`src/rtl/tilelink_ad_slave_q.sv`:
```
// TileLink A/D dummy slave with a DEPTH-entry request queue, multi-beat Put bursts and
// nondeterministic stalls/data. Define TL_ERROR_INJECT_EN to drive d_error from rand_error.
module tilelink_ad_slave_q #(
  parameter int DATA_W   = 32,
  parameter int ADDR_W   = 32,
  parameter int SOURCE_W = 1,
  parameter int SIZE_W   = 4,
  parameter int DEPTH    = 2
) (
  input  logic                       clock,
  input  logic                       reset,
  output logic                       a_ready,
  input  logic                       a_valid,
  input  logic [2:0]                 a_opcode,
  input  logic [2:0]                 a_param,
  input  logic [SIZE_W-1:0]          a_size,
  input  logic [SOURCE_W-1:0]        a_source,
  input  logic [ADDR_W-1:0]          a_address,
  input  logic [DATA_W/8-1:0]        a_mask,
  input  logic [DATA_W-1:0]          a_data,
  input  logic                       d_ready,
  output logic                       d_valid,
  output logic [2:0]                 d_opcode,
  output logic [1:0]                 d_param,
  output logic [SIZE_W-1:0]          d_size,
  output logic [SOURCE_W-1:0]        d_source,
  output logic                       d_sink,
  output logic [DATA_W-1:0]          d_data,
  output logic                       d_error,
  input  logic                       stall_a,
  input  logic                       stall_d,
  input  logic [DATA_W-1:0]          rand_data,
  input  logic                       rand_error,
  output logic [$clog2(DEPTH):0]     occupancy
);

  localparam int BYTES  = DATA_W / 8;
  localparam int LG     = $clog2(BYTES);
  localparam int BEAT_W = 1 << SIZE_W;
  localparam int PTR_W  = (DEPTH > 1) ? $clog2(DEPTH) : 1;
  localparam int OCC_W  = $clog2(DEPTH) + 1;
  localparam logic [OCC_W-1:0] FULL = OCC_W'(DEPTH);

  localparam logic [2:0] OP_PUT_FULL = 3'd0;
  localparam logic [2:0] OP_PUT_PART = 3'd1;
  localparam logic [2:0] OP_ARITH    = 3'd2;
  localparam logic [2:0] OP_LOGIC    = 3'd3;
  localparam logic [2:0] OP_GET      = 3'd4;
  localparam logic [2:0] OP_HINT     = 3'd5;

  typedef enum logic {A_IDLE, A_BURST} a_state_t;
  typedef enum logic {D_IDLE, D_RESP}  d_state_t;

  // Shift amount is formed in SIZE_W+1 bits so sizes below one bus word clamp to 1 beat.
  function automatic logic [BEAT_W-1:0] beats_of(input logic [SIZE_W-1:0] sz);
    logic [SIZE_W:0] sh;
    sh = {1'b0, sz} - (SIZE_W+1)'(LG);
    if ({1'b0, sz} <= (SIZE_W+1)'(LG)) return BEAT_W'(1);
    return BEAT_W'(1) << sh[SIZE_W-1:0];
  endfunction

  function automatic logic is_data_op(input logic [2:0] op);
    return (op == OP_ARITH) || (op == OP_LOGIC) || (op == OP_GET);
  endfunction

  function automatic logic [PTR_W-1:0] ptr_inc(input logic [PTR_W-1:0] p);
    return (p == PTR_W'(DEPTH - 1)) ? '0 : p + 1'b1;
  endfunction

  // Request queue
  logic [2:0]          r_q_op   [DEPTH];
  logic [SIZE_W-1:0]   r_q_size [DEPTH];
  logic [SOURCE_W-1:0] r_q_src  [DEPTH];
  logic [PTR_W-1:0]    r_wptr, r_rptr;
  logic [OCC_W-1:0]    r_count;

  a_state_t            r_a_state, w_a_state_nxt;
  logic [2:0]          r_a_op;
  logic [SIZE_W-1:0]   r_a_size;
  logic [SOURCE_W-1:0] r_a_src;
  logic [BEAT_W-1:0]   r_a_cnt;

  d_state_t            r_d_state, w_d_state_nxt;
  logic [BEAT_W-1:0]   r_d_cnt, w_d_cnt_nxt;

  logic                w_in_burst, w_a_last, w_need_slot, w_a_fire, w_a_start;
  logic                w_enq, w_deq, w_d_fire, w_d_last, w_err_load;
  logic [2:0]          w_enq_op;
  logic [SIZE_W-1:0]   w_enq_size;
  logic [SOURCE_W-1:0] w_enq_src;
  logic [2:0]          w_h_op;
  logic [SIZE_W-1:0]   w_h_size;
  logic [SOURCE_W-1:0] w_h_src;
  logic [BEAT_W-1:0]   w_h_beats;

  assign w_in_burst  = ((a_opcode == OP_PUT_FULL) || (a_opcode == OP_PUT_PART)) &&
                       (beats_of(a_size) != BEAT_W'(1));
  assign w_a_last    = (r_a_cnt + BEAT_W'(1)) == beats_of(r_a_size);
  // Only the beat that completes a request consumes a queue slot.
  assign w_need_slot = (r_a_state == A_BURST) ? w_a_last : !w_in_burst;
  assign a_ready     = !reset && !stall_a && (!w_need_slot || (r_count != FULL) || w_deq);
  assign w_a_fire    = a_valid && a_ready;

  assign w_h_op    = r_q_op[r_rptr];
  assign w_h_size  = r_q_size[r_rptr];
  assign w_h_src   = r_q_src[r_rptr];
  assign w_h_beats = is_data_op(w_h_op) ? beats_of(w_h_size) : BEAT_W'(1);
  assign d_valid   = !reset && (r_d_state == D_RESP) && !stall_d;
  assign w_d_fire  = d_valid && d_ready;
  assign w_d_last  = (r_d_cnt + BEAT_W'(1)) == w_h_beats;
  assign w_deq     = w_d_fire && w_d_last;

  always_ff @(posedge clock) begin
    if (reset) r_a_state <= A_IDLE;
    else       r_a_state <= w_a_state_nxt;
  end

  always_comb begin
    w_a_state_nxt = r_a_state;
    w_enq         = 1'b0;
    w_a_start     = 1'b0;
    w_enq_op      = a_opcode;
    w_enq_size    = a_size;
    w_enq_src     = a_source;
    case (r_a_state)
      A_IDLE: begin
        if (w_a_fire) begin
          if (w_in_burst) begin
            w_a_state_nxt = A_BURST;
            w_a_start     = 1'b1;
          end else begin
            w_enq = 1'b1;
          end
        end
      end
      A_BURST: begin
        w_enq_op   = r_a_op;
        w_enq_size = r_a_size;
        w_enq_src  = r_a_src;
        if (w_a_fire && w_a_last) begin
          w_enq         = 1'b1;
          w_a_state_nxt = A_IDLE;
        end
      end
      default: w_a_state_nxt = A_IDLE;
    endcase
  end

  always_ff @(posedge clock) begin
    if (reset) begin
      r_a_op   <= '0;
      r_a_size <= '0;
      r_a_src  <= '0;
      r_a_cnt  <= '0;
    end else if (w_a_start) begin
      r_a_op   <= a_opcode;
      r_a_size <= a_size;
      r_a_src  <= a_source;
      r_a_cnt  <= BEAT_W'(1);
    end else if ((r_a_state == A_BURST) && w_a_fire) begin
      r_a_cnt  <= r_a_cnt + BEAT_W'(1);
    end
  end

  always_ff @(posedge clock) begin
    if (reset) begin
      r_wptr  <= '0;
      r_rptr  <= '0;
      r_count <= '0;
    end else begin
      if (w_enq) begin
        r_q_op[r_wptr]   <= w_enq_op;
        r_q_size[r_wptr] <= w_enq_size;
        r_q_src[r_wptr]  <= w_enq_src;
        r_wptr           <= ptr_inc(r_wptr);
      end
      if (w_deq) r_rptr <= ptr_inc(r_rptr);
      case ({w_enq, w_deq})
        2'b10:   r_count <= r_count + 1'b1;
        2'b01:   r_count <= r_count - 1'b1;
        default: r_count <= r_count;
      endcase
    end
  end

  always_ff @(posedge clock) begin
    if (reset) begin
      r_d_state <= D_IDLE;
      r_d_cnt   <= '0;
    end else begin
      r_d_state <= w_d_state_nxt;
      r_d_cnt   <= w_d_cnt_nxt;
    end
  end

  // An incoming enqueue counts as non-empty so the first beat follows the A handshake directly.
  always_comb begin
    w_d_state_nxt = r_d_state;
    w_d_cnt_nxt   = r_d_cnt;
    w_err_load    = 1'b0;
    case (r_d_state)
      D_IDLE: begin
        if ((r_count != '0) || w_enq) begin
          w_d_state_nxt = D_RESP;
          w_d_cnt_nxt   = '0;
          w_err_load    = 1'b1;
        end
      end
      D_RESP: begin
        if (w_d_fire) begin
          if (w_d_last) begin
            w_d_cnt_nxt = '0;
            if ((r_count > OCC_W'(1)) || w_enq) begin
              w_d_state_nxt = D_RESP;
              w_err_load    = 1'b1;
            end else begin
              w_d_state_nxt = D_IDLE;
            end
          end else begin
            w_d_cnt_nxt = r_d_cnt + BEAT_W'(1);
          end
        end
      end
      default: w_d_state_nxt = D_IDLE;
    endcase
  end

`ifdef TL_ERROR_INJECT_EN
  logic r_err;
  always_ff @(posedge clock) begin
    if (reset)           r_err <= 1'b0;
    else if (w_err_load) r_err <= rand_error;
  end
  logic w_unused;
  assign w_unused = ^{a_param, a_address, a_mask, a_data};
`else
  logic w_unused;
  assign w_unused = ^{a_param, a_address, a_mask, a_data, rand_error, w_err_load};
`endif

  always_comb begin
    d_opcode = 3'd0;
    d_error  = 1'b0;
    d_data   = '0;
    if (!reset && (r_d_state == D_RESP)) begin
      case (w_h_op)
        OP_PUT_FULL, OP_PUT_PART: d_opcode = 3'd0;
        OP_ARITH, OP_LOGIC, OP_GET: begin
          d_opcode = 3'd1;
          d_data   = rand_data;
        end
        OP_HINT: d_opcode = 3'd2;
        default: begin
          d_opcode = 3'd0;
          d_error  = 1'b1;
        end
      endcase
`ifdef TL_ERROR_INJECT_EN
      if (w_h_op <= OP_HINT) d_error = r_err;
`endif
    end
  end

  assign d_param   = 2'd0;
  assign d_sink    = 1'b0;
  assign d_size    = w_h_size;
  assign d_source  = w_h_src;
  assign occupancy = reset ? '0 : r_count;

endmodule

```
`config.mk`:
```
export PLATFORM = sky130hd
export DESIGN_NAME = tilelink_ad_slave_q
export DESIGN_NICKNAME = d
export VERILOG_FILES = /design/src/rtl/tilelink_ad_slave_q.sv
export SDC_FILE = /design/constraint.sdc
export NUM_CORES = 1
export LEC_CHECK = 0
export ABC_CLOCK_PERIOD_IN_PS = 4800
export BUFFER_PORTS_ARGS = -buffer_cell sky130_fd_sc_hd__clkbuf_2
export CAP_MARGIN = 20
export CORE_MARGIN = 2
export CORE_UTILIZATION = 25
export CTS_CLUSTER_DIAMETER = 200
export DETAILED_ROUTE_END_ITERATION = 8
export HOLD_SLACK_MARGIN = 0.03
export PLACE_DENSITY = 0.5
export SYNTH_ARGS = -nofsm -noshare
export SYNTH_HDL_FRONTEND = slang
export SYNTH_SLANG_ARGS = --single-unit
```
`constraint.sdc`:
```
create_clock -name clock -period 4.8 [get_ports clock]
set_clock_uncertainty 0.2 [all_clocks]
set_input_delay 1.44 -clock clock [delete_from_list [all_inputs] [get_ports clock]]
set_output_delay 1.44 -clock clock [all_outputs]
set_load 0.01 [all_outputs]
```
==> results of run 1 <==
## layer usage
| metal | vias to the layer above | routed length (µm) | GRT usage (%) |
|---|---|---|---|
| li1 | 2514 | - | - |
| met1 | 2235 | 6320 | 15.96 |
| met2 | 103 | 6991 | 23.44 |
| met3 | 11 | 594 | 3.459 |
| met4 | 0 | 150 | 3.480 |
| met5 | - | 0 | 0 |
## cells in the mapped netlist, types with 11 or more instances
cell      instances  area share [%]
and2_1           41             5.1
o21a_1           11             1.7
a21oi_1          19             1.9
o21ai_0          19             1.9
xor2_1           11             1.9
nand3_1          22             2.2
nor4_1           17             2.1
dfxtp_1          47              19
inv_1            22             1.7
nand2b_1         17             2.1
nor2_1           41             3.1
nand2_1          38             2.9
clkbuf_1         32             2.4
xnor2_1          19             3.3
mux2i_1          14             2.8
edfxtp_1         16             9.6
nand4_1          17             2.1
nor3_1           23             2.3
## what timing repair did
| action | CTS | global route |
|---|---|---|
| resized for setup | 15 | 17 |
| buffers inserted | 3 | 1 |
| setup endpoints to repair | 1 | 1 |
| pin swaps | 3 | 4 |
## sequential cells by signal, indices dropped and copies added (netlist names), named ones only
register   flops
r_d_cnt       16
r_a_src        1
r_q_src        2
r_d_state      1
r_a_size       4
r_q_op         6
r_a_op         3
r_count        2
r_a_cnt       16
r_wptr         1
r_rptr         1
r_a_state      1
r_q_size       8
## final cells by class
cell class | count | share of cell area [%]
tap | 265 | 5.120
clock buffer | 11 | 3.748
clock inverter | 5 | 1.623
sequential | 63 | 22.02
multi-input combinational | 493 | 53.59
timing repair buffer | 138 | 12.62
inverter | 22 | 1.275
## critical path: stages (launching register included)
cell and delay [ns]:
edfxtp_1 0.38, nand2b_1 0.17, o211a_1 0.23, or3_4 0.42
or4_4 0.51, a21o_1 0.18, a2111o_1 0.42, o31ai_4 0.22
o21a_1 0.18, clkbuf_2 0.14
## power by group through the flow
stage	registers [mW]	clock network, mW	logic, mW
after floorplan	0.568	0	0.102
after global placement	0.570	0	0.172
after detailed placement	0.570	0	0.172
after CTS	0.559	0.784	0.176
after global routing	0.559	0.805	0.199
final	0.559	0.761	0.178
## kinds of logic after synthesis
kind of cell	count (synthesis)	share of synthesized area [%]
fa+ha+maj	9	2.258
xor+xnor	30	5.268
compound gates	144	21.43
mux	25	5.344
flops	63	28.50
simple gates	281	31.81
other cells	1	0.07519
buf+inv	65	5.319
## per-stage QoR
stage / std cells / area, µm²
after global placement: 976 / 5952
after floorplan: 621 / 5022
after global routing: 997 / 6476
final: 997 / 6476
after detailed placement: 976 / 5952
after CTS: 995 / 6387
## path summary, 6_finish.rpt
check        slack [ns]          end  depth (start not counted)
max               -0.02      a_ready                          9
min                0.26    r_a_op[2]                          1
max reg2reg        0.65  r_a_cnt[14]                         12
min reg2reg        0.26    r_a_op[2]                          1
## cells in the final DEF, fill, tap and decap left out, types with 9 or more instances in the layout
cell type	count
o21ai_0	19
nand3_1	22
mux2i_1	13
nor2_1	41
nand2_1	36
a21oi_1	19
nor3_1	20
and2_1	41
clkbuf_2	89
o31a_1	9
nor4_1	17
buf_4	48
xor2_1	10
edfxtp_1	16
nand2b_1	17
inv_1	22
clkbuf_16	9
a21o_1	9
xnor2_1	18
o21a_1	11
mux2_2	10
nand4_1	17
dfxtp_1	45
==> run summary, run 1 <==
Outcome: finished with violations
Failing checks: setup timing
Ys async rst share: 0%
Ant. Diodes: 0
CTS tree: done
Initial DRC count: 334
Worst setup EP type: output port
Synth Flop Type: dfxtp_1
Yosys cell types: 76
Setup tns final: -0.01869 ns
CP required: 3.16 ns
Cts bufs inserted: 9
RSZ-0062 raised after global routing: yes
Min-delay src: r_a_op[2]
Yosys Warn Count: 0
Final WS setup: -0.01869 ns
Fmax: 0.2075 GHz
Clock power share: 50.8%
Total gr overflow: 0
Lkg Pwr: 2.527 nW
Clk root buf: clkbuf_16
Final period util: 100.4%
Worst reg2reg path startpoint: r_q_op[1][1]
CTS Buffer Depth: 2
DR pass1 iterations: 4
Mean post-synth cell area: 8.070 µm²
Pins over their slew limit: 0
I/O Pins: 166
Antenna viol nets, final: 0
Avg WL per Cell: 14.10 µm
Syn Inst Count: 618
Layout cell share with drive strength beyond 1: 27.60%
Max H-tree Level: 3
Pre-CTS setup slack: 0.1289 ns
CP Class: reg -> out
Int Power: 1.151 mW
# DRC: 0
Combinational power share: 11.9%
Area Overhead vs Synth: 29.85%
WHS: 0.2636 ns
Initial antenna violation count: 0
Fill cells: 2,088
Max_cap viols: 0
Hold-fix buffers, CTS: 0
Worst-margin pin slew: 0.7755 ns
Vias in the first global route: 4,408
Area occupied by multi-input gates: 3471 µm²
Final wirelength: 14,060 µm
Crit start category: flop
Worst-Skew Late Latency: 0.34 ns
Critical Path AT: 3.18 ns
Vias post-DR: 4,863
Total GRT Usage: 13.28%
Worst min path class: reg -> reg
Reg power frac: 37.3%
Die boundary width: 145.2 µm
Die H: 145.2 µm
Psw: 347.0 µW
Port bufs: 89
Placer Congestion: 0.8522
Sequential area share after synthesis: 28.50%
Register area: 1426 µm²
Final Util: 33.17%
Largest net degree at the start of global routing: 34
Register bit total from synthesis: 63
DIE AREA: 21,090 µm²
FP Rows: 51
Minimum clock period: 4.819 ns
Starting Density: 25.54%
CORE AREA: 19,530 µm²
Vias per cell: 4.878
Final Net Count: 854
Post-synth EDFFs: 16
VDD IR-drop max: 0.1613 mV
Final Hold Violating Endpoints: 0
Design Power: 1.498 mW
Clk sink count: 63
Max Fanout on Critical Path: 3
Slew Limit Headroom: 47.64%
Sw Share: 23.16%
First-pass GRT wire length: 22,830 µm
Crit path launch: r_q_op[1][1]
Mapped cell area: 4987 µm²
Pwr dens: 231.4 nW/µm²
Clk slew on worst S/H paths: 0.05 ns
HPWL reported at the end of detailed placement: 10,990 µm
Final setup vio count: 1
Note: power is estimated with default switching activity, not from simulation.
==> run 2, diff against run 1 <==
--- a/config.mk
+++ b/config.mk
@@ -6,14 +6,14 @@
 export NUM_CORES = 1
 export LEC_CHECK = 0
 export ABC_CLOCK_PERIOD_IN_PS = 4800
-export BUFFER_PORTS_ARGS = -buffer_cell sky130_fd_sc_hd__clkbuf_2
 export CAP_MARGIN = 20
 export CORE_MARGIN = 2
 export CORE_UTILIZATION = 25
 export CTS_CLUSTER_DIAMETER = 200
 export DETAILED_ROUTE_END_ITERATION = 8
+export DONT_BUFFER_PORTS = 1
 export HOLD_SLACK_MARGIN = 0.03
-export PLACE_DENSITY = 0.5
+export PLACE_DENSITY = 0.43
 export SYNTH_ARGS = -nofsm -noshare
 export SYNTH_HDL_FRONTEND = slang
 export SYNTH_SLANG_ARGS = --single-unit
==> run summary, run 2 (same netlist as run 1, synthesis figures left out) <==
Starting Density: 25.54% (unchanged)
Total GRT Usage: 13.89% (+0.61 points)
Antenna viol nets, final: 0 (unchanged)
Critical path, cell by cell: nand2b_4, o211a_4, or3_4, or4_1, a21o_1, a2111o_1, o31ai_4, o21a_2
Register area: 1425 µm² (about the same)
# DRC: 0 (unchanged)
Port bufs: 0 (-100%)
FP Rows: 51 (unchanged)
CORE AREA: 19,530 µm² (unchanged)
Avg WL per Cell: 15.94 µm (+13%)
Worst-margin pin slew: 1.098 ns (+0.3228 ns)
Minimum clock period: 4.756 ns (-0.06255 ns)
Cts bufs inserted: 9 (unchanged)
Die boundary width: 145.2 µm (unchanged)
Pwr dens: 226.6 nW/µm² (-2.0%)
DR pass1 iterations: 5 (+1)
Final wirelength: 14,470 µm (+3.0%)
Fill cells: 2,064 (-1.1%)
Fmax: 0.2103 GHz (+1.3%)
Worst min path class: reg -> reg
Buf/Inv on CP: 0 (-1)
WHS: 0.2610 ns (-0.002531 ns)
Pre-CTS setup slack: 0.1221 ns (-0.006797 ns)
Placer Congestion: 0.8188 (-3.9%)
Final Util: 30.74% (-2.4 points)
Max_cap viols: 0 (unchanged)
I/O Pins: 166 (unchanged)
Pins over their slew limit: 0 (unchanged)
Ant. Diodes: 0 (unchanged)
Most frequent cells in the layout: buf_4 (47), dfxtp_1 (44), nor2_1 (41), and2_1 (41), nand2_1 (38)
Clk slew on worst S/H paths: 0.05 ns (about the same)
DIE AREA: 21,090 µm² (unchanged)
Worst reg2reg path startpoint: r_q_op[1][1]
Vias per cell: 5.238 (+7.4%)
Final period util: 99.09% (-1.3 points)
Initial antenna violation count: 0 (unchanged)
Initial DRC count: 289 (-13%)
FF-to-FF setup slack: 0.71 ns (+0.06 ns)
Max Fanout on Critical Path: 6 (+3)
Area occupied by multi-input gates: 3493 µm² (+0.65%)
Worst-Skew Late Latency: 0.35 ns (about the same)
Final WS setup: 0.04386 ns (+0.06255 ns)
Crit Reg-Reg Endpoint: r_a_cnt[14]
Commonest non-fill, non-tap cell in the layout: buf_4
Lkg Pwr: 2.136 nW (-15%)
CP required: 3.16 ns (about the same)
Cell family with most CP delay: compound AO/OA/AOI/OAI gates
Slew Limit Headroom: 26.51% (-21 points)
Hold EP: r_a_op[1]
Design Power: 1.360 mW (-9.2%)
CP Class: reg -> out
RSZ-0062 raised after global routing: yes
HPWL reported at the end of detailed placement: 11,250 µm (+2.4%)
Die H: 145.2 µm (unchanged)
Final Hold Violating Endpoints: 0 (unchanged)
Hold Crit Depth: 1 (unchanged)
First-pass GRT wire length: 23,850 µm (+4.5%)
Largest net degree at the start of global routing: 34 (unchanged)
Vias post-DR: 4,756 (-2.2%)
Clk sink count: 63 (unchanged)
Final setup vio count: 0 (-1)
Worst r2r path cells: 11 (-1)
CTS Buffer Depth: 2 (unchanged)
CTS tree: done
Layout cell share with drive strength beyond 1: 18.04% (-9.6 points)
Min-delay src: r_a_op[1]
Max H-tree Level: 3 (unchanged)
Critical Path AT: 3.12 ns (-0.06 ns)
Hold-fix buffers, CTS: 0 (unchanged)
Total gr overflow: 0 (unchanged)
Vias in the first global route: 4,650 (+5.5%)
CP max stage delay: 0.52 ns (about the same)
Clk root buf: clkbuf_16
Biggest regs: r_a_cnt: 16 flops, r_d_cnt: 16 flops, r_q_size: 8 flops
Worst setup EP type: output port
Area Overhead vs Synth: 20.35%
Crit start category: flop
VDD IR-drop max: 0.1580 mV (-2.0%)
Outcome: finished clean
Crit-path slowest cell: or4_1
Final Net Count: 765 (-10%)
## run 2: worst max path at each step
| stage | from | endpoint | slack [ns] | cells after the start |
|---|---|---|---|---|
| 2_1_floorplan | flop | a_ready | 0.0004 | 12 |
| 3_3_place_gp | r_q_size[1][1] | a_ready | 0.11 | 10 |
| 3_5_place_dp | r_q_size[1][1] | a_ready | 0.12 | 11 |
| 4_1_cts | r_q_op[1][1] | a_ready | -0.007 | 8 |
| 5_1_grt | r_a_cnt[5] | a_ready | -0.1 | 9 |
| 6_report | r_q_op[1][1] | a_ready | 0.04 | 8 |
## run 2: repair_timing
action	in CTS	in global routing
pin swaps	2	5
setup buffers	7	2
resized for setup	15	23
setup endpoints to repair	1	1
## run 2: per-layer routing
metal | GRT usage, % | wire (µm) | vias up | part of all wire, %
met5 | 0 | 0 | - | 0
met4 | 5.343 | 465 | 0 | 3.2
met3 | 3.176 | 664 | 34 | 4.6
met2 | 24.86 | 7345 | 145 | 51
met1 | 16.01 | 5999 | 2241 | 41
li1 | - | - | 2336 | -
## run 2: power breakdown
part / switching (mW) / leakage, nW / internal [mW] / total (mW)
sequential: 0.00685 / 0.526 / 0.552 / 0.559
combinational: 0.0919 / 1.47 / 0.0616 / 0.153
clock: 0.248 / 0.142 / 0.400 / 0.648
total: 0.347 / 2.14 / 1.01 / 1.36
## run 2: layout make-up
| class | instances | share of cell area [%] |
|---|---|---|
| clock buffer | 10 | 3.815 |
| timing repair buffer | 49 | 6.316 |
| tap | 265 | 5.524 |
| multi-input combinational | 493 | 58.20 |
| sequential | 63 | 23.74 |
| inverter | 22 | 1.376 |
| clock inverter | 6 | 1.021 |
## run 2: metrics by stage
step                setup TNS [ns]  area [µm²]  std cells
finish                           0        6002        908
global route              -0.09975        6002        908
CTS                      -0.006621        5889        906
detailed placement               0        5477        883
global placement                 0        5477        883
floorplan                        0        5022        621
## run 2: worst register-to-register path: stages, from the launching register on
cell,delay (ns)
edfxtp_1,0.38
nand2b_4,0.16
o211a_4,0.25
or3_4,0.42
or4_1,0.52
a21o_1,0.18
a2111o_1,0.42
buf_4,0.15
buf_4,0.13
o311a_1,0.47
or4_1,0.57
mux2i_1,0.14
==> run 3, diff against run 2 <==
--- a/config.mk
+++ b/config.mk
@@ -5,7 +5,7 @@
 export SDC_FILE = /design/constraint.sdc
 export NUM_CORES = 1
 export LEC_CHECK = 0
-export ABC_CLOCK_PERIOD_IN_PS = 4800
+export ABC_CLOCK_PERIOD_IN_PS = 4600
 export CAP_MARGIN = 20
 export CORE_MARGIN = 2
 export CORE_UTILIZATION = 25
@@ -13,7 +13,7 @@
 export DETAILED_ROUTE_END_ITERATION = 8
 export DONT_BUFFER_PORTS = 1
 export HOLD_SLACK_MARGIN = 0.03
-export PLACE_DENSITY = 0.43
+export PLACE_DENSITY = 0.41
 export SYNTH_ARGS = -nofsm -noshare
 export SYNTH_HDL_FRONTEND = slang
 export SYNTH_SLANG_ARGS = --single-unit
==> constraint.sdc (replaced) <==
create_clock -name clock -period 4.6 [get_ports clock]
set_clock_uncertainty 0.2 [all_clocks]
set_input_delay 1.38 -clock clock [delete_from_list [all_inputs] [get_ports clock]]
set_output_delay 1.38 -clock clock [all_outputs]
set_load 0.01 [all_outputs]
==> run summary, run 3 (same netlist as run 1, synthesis figures left out) <==
CORE AREA: 19,530 µm² (unchanged)
Final Hold Violating Endpoints: 0 (unchanged)
Critical Path AT: 3.03 ns (-0.09 ns)
# DRC: 0 (unchanged)
Starting Density: 25.54% (unchanged)
Max Fanout on Critical Path: 11 (+5)
Placer Congestion: 0.7921 (-3.3%)
Most frequent cells in the layout: buf_4 (55), dfxtp_1 (42), and2_1 (41), nor2_1 (40), nand2_1 (36)
Final setup vio count: 1 (+1)
Final wirelength: 14,370 µm (-0.70%)
Cts bufs inserted: 9 (unchanged)
Design Power: 1.465 mW (+7.7%)
Max H-tree Level: 3 (unchanged)
Final Net Count: 772 (+0.92%)
Final Non-Filler Cells: 917 (+0.99%)
Max_cap viols: 0 (unchanged)
CP required: 3.02 ns (-0.14 ns)
DIE AREA: 21,090 µm² (unchanged)
FP Rows: 51 (unchanged)
HPWL reported at the end of detailed placement: 11,330 µm (+0.75%)
Failing checks: setup timing
Slew Limit Headroom: 42.61% (+16 points)
Biggest regs: r_a_cnt: 16 flops, r_d_cnt: 16 flops, r_q_size: 8 flops
Total gr overflow: 0 (unchanged)
Initial antenna violation count: 2 (+2)
Fill cells: 2,050 (-0.68%)
I/O Pins: 166 (unchanged)
Vias post-DR: 4,666 (-1.9%)
Lkg Pwr: 2.172 nW (+1.7%)
Antenna viol nets, final: 0 (unchanged)
Minimum clock period: 4.609 ns
Final Util: 31.17% (+0.44 points)
Clk slew on worst S/H paths: 0.05 ns (about the same)
Worst setup EP type: output port
Pins over their slew limit: 0 (unchanged)
Worst-margin pin slew: 0.8501 ns (-0.2482 ns)
Outcome: finished with violations
Worst-Skew Late Latency: 0.33 ns (-0.02 ns)
CTS tree: done
CP Class: reg -> out
Die boundary width: 145.2 µm (unchanged)
Avg WL per Cell: 15.67 µm (-1.7%)
WHS: 0.2630 ns (+0.001986 ns)
Fmax: 0.2170 GHz
Final WS setup: -0.009053 ns (-0.05292 ns)
CTS Buffer Depth: 2 (unchanged)
DR pass1 iterations: 4 (-1)
Initial DRC count: 295 (+2.1%)
Worst min path class: reg -> reg
Pre-CTS setup slack: 0.1344 ns (+0.01226 ns)
First-pass GRT wire length: 22,850 µm (-4.2%)
Area Overhead vs Synth: 22.05%
Clk root buf: clkbuf_16
RSZ-0062 raised after global routing: yes
Crit start category: flop
Port bufs: 0 (unchanged)
Largest net degree at the start of global routing: 34 (unchanged)
Clk sink count: 63 (unchanged)
Final period util: 100.2%
Commonest non-fill, non-tap cell in the layout: buf_4
Total GRT Usage: 13.27% (-0.62 points)
Vias in the first global route: 4,426 (-4.8%)
Vias per cell: 5.088 (-2.9%)
Pwr dens: 240.7 nW/µm² (+6.2%)
Hold-fix buffers, CTS: 0 (unchanged)
VDD IR-drop max: 0.1566 mV (-0.92%)
Placed Cells: 891 (+0.91%)
Die H: 145.2 µm (unchanged)
Layout cell share with drive strength beyond 1: 19.69% (+1.7 points)
-- run 3: cell count changes in the layout (fill, tap and decap cells not counted), sizes merged --
cell | previous run | this run
diode | 0 | 2
buf | 49 | 56
clkinvlp | 1 | 0
inv | 22 | 23
clkinv | 4 | 3
bufinv | 1 | 2
-- run 3: routing by layer --
| layer | vias to the layer above | share of wire, % | track usage, % | wire length [µm] |
|---|---|---|---|---|
| met5 | - | 0 | 0 | 0 |
| met4 | 0 | 2.7 | 4.608 | 392 |
| met3 | 22 | 3.7 | 2.767 | 525 |
| met2 | 131 | 51 | 24.17 | 7322 |
| met1 | 2156 | 43 | 15.32 | 6132 |
| li1 | 2357 | - | - | - |
-- run 3: cell type report --
type	count	area [µm²]	share of cell area, %
diodes	2	5.005	0.08222
clock buffers	10	229.0	3.762
clock inverters	6	83.83	1.377
inverters	22	82.58	1.357
multi-input cells	493	3497	57.45
flip-flops and latches	63	1430	23.49
well taps	265	331.6	5.447
repair buffers	56	427.9	7.030
-- run 3: power by group --
part	total [mW]	leakage (nW)	internal, mW	switching (mW)
registers	0.583	0.527	0.576	0.00741
clock network	0.721	0.157	0.473	0.248
logic	0.161	1.49	0.0659	0.0954
total	1.47	2.17	1.11	0.350
-- run 3: path summary, 6_finish.rpt --
| path | start | slack (ns) | to | cells past startpoint |
|---|---|---|---|---|
| max | flop | -0.009 | a_ready | 9 |
| min | r_a_op[1] | 0.26 | r_a_op[1] | 1 |
| max reg2reg | flop | 0.53 | r_a_cnt[14] | 12 |
| min reg2reg | r_a_op[1] | 0.26 | r_a_op[1] | 1 |
-- run 3: through the flow --
step	TNS, ns	area [µm²]
global route	-0.1202	6087
CTS	-0.09726	5944
floorplan	0	5025
detailed placement	0	5537
finish	-0.009053	6087
global placement	0	5537
-- run 3: critical path, stage by stage (launching register included) --
cell      delay [ns]
dfxtp_4         0.37
buf_8           0.15
nor3b_1         0.42
nor2_1          0.17
or4_1           0.49
mux2i_1         0.16
a32oi_1         0.13
a2111o_1        0.39
o31ai_4         0.20
o21a_2          0.20
-- run 3: what timing repair did --
action,4_1_cts,5_1_grt
buffers inserted,3,4
gates resized for setup,18,26
setup endpoints to repair,1,1
pin swaps,6,10
